==> src/rtl/rst_sync_seq.sv <==
// rst_sync_seq: synchronises the asynchronous active-low RST into CLK,
// stretches reset for MIN_ASSERT cycles, then releases NUM_CH reset channels
// one at a time (bit 0 first) spaced by GAP_CYCLES. Once every channel is out of
// reset, software can re-enter reset through a 4-phase REQ/ACK handshake.
module rst_sync_seq #(
    parameter int NUM_STAGES = 2,
    parameter int NUM_CH     = 4,
    parameter int MIN_ASSERT = 16,
    parameter int GAP_CYCLES = 8,
    parameter int CNT_W      = 8
) (
    input  logic              CLK,
    input  logic              RST,
    input  logic              SW_RST_REQ,
    output logic              SW_RST_ACK,
    output logic [NUM_CH-1:0] RST_OUT,
    output logic              RST_DONE
);

    localparam logic [2:0] S_HOLD    = 3'd0;
    localparam logic [2:0] S_STRETCH = 3'd1;
    localparam logic [2:0] S_RELEASE = 3'd2;
    localparam logic [2:0] S_RUN     = 3'd3;
    localparam logic [2:0] S_SWRST   = 3'd4;

    localparam logic [CNT_W-1:0] STRETCH_LOAD = CNT_W'(MIN_ASSERT - 1);
    localparam logic [CNT_W-1:0] GAP_LOAD     = CNT_W'(GAP_CYCLES - 1);

    logic [NUM_STAGES-1:0] sync_q, sync_d;
    logic                  rst_n_s;
    logic                  rst_n_rise;
    logic [2:0]            state_q, state_d;
    logic [CNT_W-1:0]      cnt_q, cnt_d;
    logic [NUM_CH-1:0]     rst_out_q, rst_out_d;
    logic [NUM_CH-1:0]     rst_out_next;
    logic                  done_q, done_d;
    logic                  ack_q, ack_d;

    assign rst_n_s = sync_q[NUM_STAGES-1];

    // Next-state logic: sync chain shift, release sequencing and SW handshake
    always_comb begin
        sync_d       = {sync_q[NUM_STAGES-2:0], 1'b1};
        // HOLD exits on the very edge that sets the last sync stage, so E0 is
        // the edge on which rst_n_s rises rather than one cycle later.
        rst_n_rise   = sync_d[NUM_STAGES-1] & ~rst_n_s;
        // The released mask is a thermometer code: each release shifts in
        // one more 1 from bit 0, which doubles as the channel index.
        rst_out_next = (rst_out_q << 1) | NUM_CH'(1);

        state_d   = state_q;
        cnt_d     = cnt_q;
        rst_out_d = rst_out_q;
        done_d    = done_q;
        ack_d     = ack_q;

        case (state_q)
            S_HOLD: begin
                if (rst_n_rise) begin
                    state_d = S_STRETCH;
                    cnt_d   = STRETCH_LOAD;
                end
            end
            S_STRETCH, S_RELEASE: begin
                if (cnt_q == '0) begin
                    rst_out_d = rst_out_next;
                    if (&rst_out_next) begin
                        state_d = S_RUN;
                        done_d  = 1'b1;
                    end else begin
                        state_d = S_RELEASE;
                        cnt_d   = GAP_LOAD;
                    end
                end else begin
                    cnt_d = cnt_q - CNT_W'(1);
                end
            end
            S_RUN: begin
                if (SW_RST_REQ) begin
                    state_d   = S_SWRST;
                    rst_out_d = '0;
                    done_d    = 1'b0;
                    ack_d     = 1'b1;
                end
            end
            S_SWRST: begin
                if (!SW_RST_REQ) begin
                    state_d = S_STRETCH;
                    ack_d   = 1'b0;
                    cnt_d   = STRETCH_LOAD;
                end
            end
            default: begin
                state_d   = S_HOLD;
                rst_out_d = '0;
                done_d    = 1'b0;
                ack_d     = 1'b0;
            end
        endcase
    end

    // State registers; RST low clears everything with no clock required
    always_ff @(posedge CLK or negedge RST) begin
        if (!RST) begin
            sync_q    <= '0;
            state_q   <= S_HOLD;
            cnt_q     <= '0;
            rst_out_q <= '0;
            done_q    <= 1'b0;
            ack_q     <= 1'b0;
        end else begin
            sync_q    <= sync_d;
            state_q   <= state_d;
            cnt_q     <= cnt_d;
            rst_out_q <= rst_out_d;
            done_q    <= done_d;
            ack_q     <= ack_d;
        end
    end

    assign RST_OUT    = rst_out_q;
    assign RST_DONE   = done_q;
    assign SW_RST_ACK = ack_q;

endmodule

==> config.mk <==
export PLATFORM = sky130hd
export DESIGN_NAME = rst_sync_seq
export DESIGN_NICKNAME = d
export VERILOG_FILES = /design/src/rtl/rst_sync_seq.sv
export SDC_FILE = /design/constraint.sdc
export NUM_CORES = 1
export LEC_CHECK = 0
export CAP_MARGIN = 20
export CORE_MARGIN = 2
export CORE_UTILIZATION = 45
export DETAILED_ROUTE_END_ITERATION = 16
export PLACE_DENSITY = 0.72
export SETUP_SLACK_MARGIN = 0.1
export SYNTH_ARGS = -nofsm -noshare
export SYNTH_HDL_FRONTEND = slang
export SYNTH_SLANG_ARGS = --single-unit
==> constraint.sdc <==
create_clock -name CLK -period 5.3 [get_ports CLK]
set_clock_uncertainty 0.15 [all_clocks]
set_input_delay 1.59 -clock CLK [delete_from_list [all_inputs] [get_ports CLK]]
set_output_delay 1.59 -clock CLK [all_outputs]
set_load 0.01 [all_outputs]
==> flow_summary.yaml <==
status:
  outcome: "completed"
cts:
  total_cts_buffers: 3
  cts.repair_timing.setup_buffer_count: 0
  tritoncts: "yes"
  clk_latency_ns: 0.29
  holdBufCountCts: 0
  number_of_cells_upsized_or_downsized_after_cts: 0
  cts_htree_levels: 1
  clk_root_buffer_cell: "sky130_fd_sc_hd__clkbuf_4"
  clock-sinks: 19
  clock_tree.buffer_depth: 2
  clkSlewWorstSetupHoldPaths_ns: 0.11
finish:
  antenna-diode-count: 0
  post_route_cells_drive_above_1_share: 0.113
  area_growth_syn_to_layout_pct: 11.6
  post_layout_nonfiller_instances: 143
  final_nets: 120
  fin_util: 0.532
  post-route-cell-area_sq_um: 1180
route:
  route.vias.total: 849
  detailedRoute.firstIterationViolations: 19
  total_wire_length_after_detailed_routing_um: 2000
  drt_pre_antenna_iters: 4
  mean_number_of_vias_per_cell: 5.94
  routed_wire_length_per_instance_um: 14.0
  route.antenna.remaining_nets: 0
  drc: 0
synthesis:
  syn_nets: 112
  syn_area_sq_um: 1050
  synth-seq-cells: 19
  post-synth-top-area-cell: "sky130_fd_sc_hd__dfrtp_1"
  fraction_of_synthesized_cell_area_taken_by_the_top_area_cell_type: 0.451
  synth_enable_flop_cells: 0
  yosys_warnings: 0
  netlist_instances: 108
  top_post_synthesis_cells_by_area: "sky130_fd_sc_hd__dfrtp_1 (45%), sky130_fd_sc_hd__a31oi_1 (3.6%), sky130_fd_sc_hd__a22o_1 (3.3%), sky130_fd_sc_hd__a21oi_1 (2.8%), sky130_fd_sc_hd__nand2_1 (2.5%)"
  synth_area_per_cell_sq_um: 9.77
  post_synth_num_cell_types: 45
  ys.flop_type: "sky130_fd_sc_hd__dfrtp_1"
  async_reset_ff_frac: 1.00
  synth.yosys.seq_area_share: 0.451
sta:
  slew_viol_final: 0
  timing_worst_slew_pin_value_ns: 0.840
  hold_violations: 0
  totalNegativeSetupSlack_ns: 0
  final.period_utilization: 0.570
  finalSetupViolations: 0
  final.min_clock_period_ns: 3.02
  rsz0062_at_grt: "no"
  worst_slew_margin_rel: 0.439
  fmax_ghz: 0.331
power:
  power.leakage_nw: 0.504
  worst_ir_drop_vdd_v: 0.000103
  power_density_nw_per_um2: 190
  finalPower_uw: 224
worst_setup_path:
  critical_path_class: "reg -> out"
  worstPathMaxFanout: 6
  worst_path_largest_cell_delay_ns: 0.56
  critical_path.slowest_cell: "sky130_fd_sc_hd__clkdlybuf4s50_1"
  reg2reg_depth: 6
  critical_path_arrival_ns: 1.28
  critical_path.cell_chain: "clkdlybuf4s50_1"
  critical_path_required_ns: 3.56
  worst-path-buf-inv: 1
  worst_setup_path_end_kind: "output pin"
  worstSetupStartpointType: "register"
  crit_cells: 1
  path_delay_family: "buffers and inverters"
grt:
  grt_start_max_net_pins: 20
  globalRoute.totalOverflow: 0
  grt_pass1_vias: 801
  first_pass_grt_wire_length_um: 3550
  grt.total_usage: 0.172
  antenna_found_initial: 0
placement:
  gp_congestion: 0.854
  dp_cells: 139
  detailedPlacementHpwl_um: 1430
  placed_cell_area_sq_um: 1150
  port_buffers: 8
die:
  start_util: 0.477
  die_x_um: 52.4
  boundaryPins: 9
  die_footprint_sq_um: 2750
  core_region_area_sq_um: 2210
  core.rowCount: 17
  die_extent_in_y_um: 52.4
min_path:
  worst_hold_path_type: "reg -> reg"
  hold_path_depth: 0
flow_run:
  maxCapViolations: 0
-- cells in the mapped netlist, types with 2 or more instances --
| cell type | count |
|---|---|
| sky130_fd_sc_hd__nor2_1 | 5 |
| sky130_fd_sc_hd__nor2b_1 | 2 |
| sky130_fd_sc_hd__and3_1 | 2 |
| sky130_fd_sc_hd__inv_1 | 5 |
| sky130_fd_sc_hd__a211oi_1 | 3 |
| sky130_fd_sc_hd__o21ai_0 | 3 |
| sky130_fd_sc_hd__a22o_1 | 4 |
| sky130_fd_sc_hd__a21o_1 | 2 |
| sky130_fd_sc_hd__nor3_1 | 5 |
| sky130_fd_sc_hd__clkbuf_1 | 3 |
| sky130_fd_sc_hd__a31oi_1 | 6 |
| sky130_fd_sc_hd__o21a_1 | 2 |
| sky130_fd_sc_hd__nand3_1 | 4 |
| sky130_fd_sc_hd__or2_2 | 2 |
| sky130_fd_sc_hd__nand2_1 | 7 |
| sky130_fd_sc_hd__dfrtp_1 | 19 |
| sky130_fd_sc_hd__a21oi_1 | 6 |
-- report_power, final --
part           switching, mW  internal [mW]
clock network         0.0441         0.0281
logic                0.00388        0.00180
registers           0.000250          0.146
-- logic make-up after synthesis --
group,after synthesis,share of synthesized area
adder cells (fa/ha/maj),1,0.0119
buffers and inverters,10,0.0368
flip-flops,19,0.451
multiplexers,1,0.00949
XOR/XNOR,2,0.0166
AO/OA/AOI/OAI,34,0.232
other,1,0.00356
AND/OR/NAND/NOR,40,0.238
-- sequential cells by signal (all words and copies together), names as in the netlist --
signal and cells:
RST_OUT 4, state_q 3, SW_RST_ACK 1, cnt_q 8
RST_DONE 1, sync_q 2
-- through the flow --
step           setup slack (ns)  hold WS (ns)
2_1_floorplan              2.83         0.196
3_3_place_gp               2.14         0.209
3_5_place_dp               2.05         0.213
4_1_cts                    2.25         0.245
5_1_grt                    2.22         0.266
6_report                   2.28         0.242
-- layout make-up --
| cell class | count | area, sq um |
|---|---|---|
| clock buffer | 3 | 22.5 |
| clock inverter | 1 | 5.00 |
| fill | 205 | 1030 |
| inverter | 5 | 18.8 |
| multi-input combinational | 79 | 541 |
| sequential | 19 | 475 |
| tap | 28 | 35.0 |
| timing repair buffer | 8 | 80.1 |
-- worst paths after layout --
check / from / to / slack [ns]
hold / removal: sync_q[0] / sync_q[1] / 0.24
min in group asynchronous: RST / sync_q[0] / 1.61
hold reg to reg: sync_q[0] / sync_q[1] / 0.24
max in group asynchronous: RST / sync_q[1] / 2.87
setup reg to reg: cnt_q[0] / state_q[0] / 3.19
setup / recovery: RST_OUT[0] / RST_OUT[0] / 2.28
-- metal layers --
metal	vias up	track usage	share of wire
met3	2	0.0257	0.026
met1	415	0.237	0.51
met5	-	0	0
li1	423	-	-
met4	0	0.0556	0.0080
met2	9	0.277	0.46
-- cells in the final DEF (no fill, tap or decap), drive strengths merged, types with 4 or more instances in the layout --
| cell | synthesis | routed |
|---|---|---|
| nand3 | 4 | 4 |
| nor3 | 6 | 6 |
| nand2 | 7 | 7 |
| a22o | 4 | 4 |
| a211oi | 4 | 4 |
| dfrtp | 19 | 19 |
| a21oi | 6 | 6 |
| o21ai | 4 | 4 |
| a31oi | 6 | 6 |
| inv | 5 | 5 |
| nor2 | 5 | 5 |
| clkdlybuf4s50 | 0 | 8 |
No activity file was read; power rests on OpenSTA's default activity.
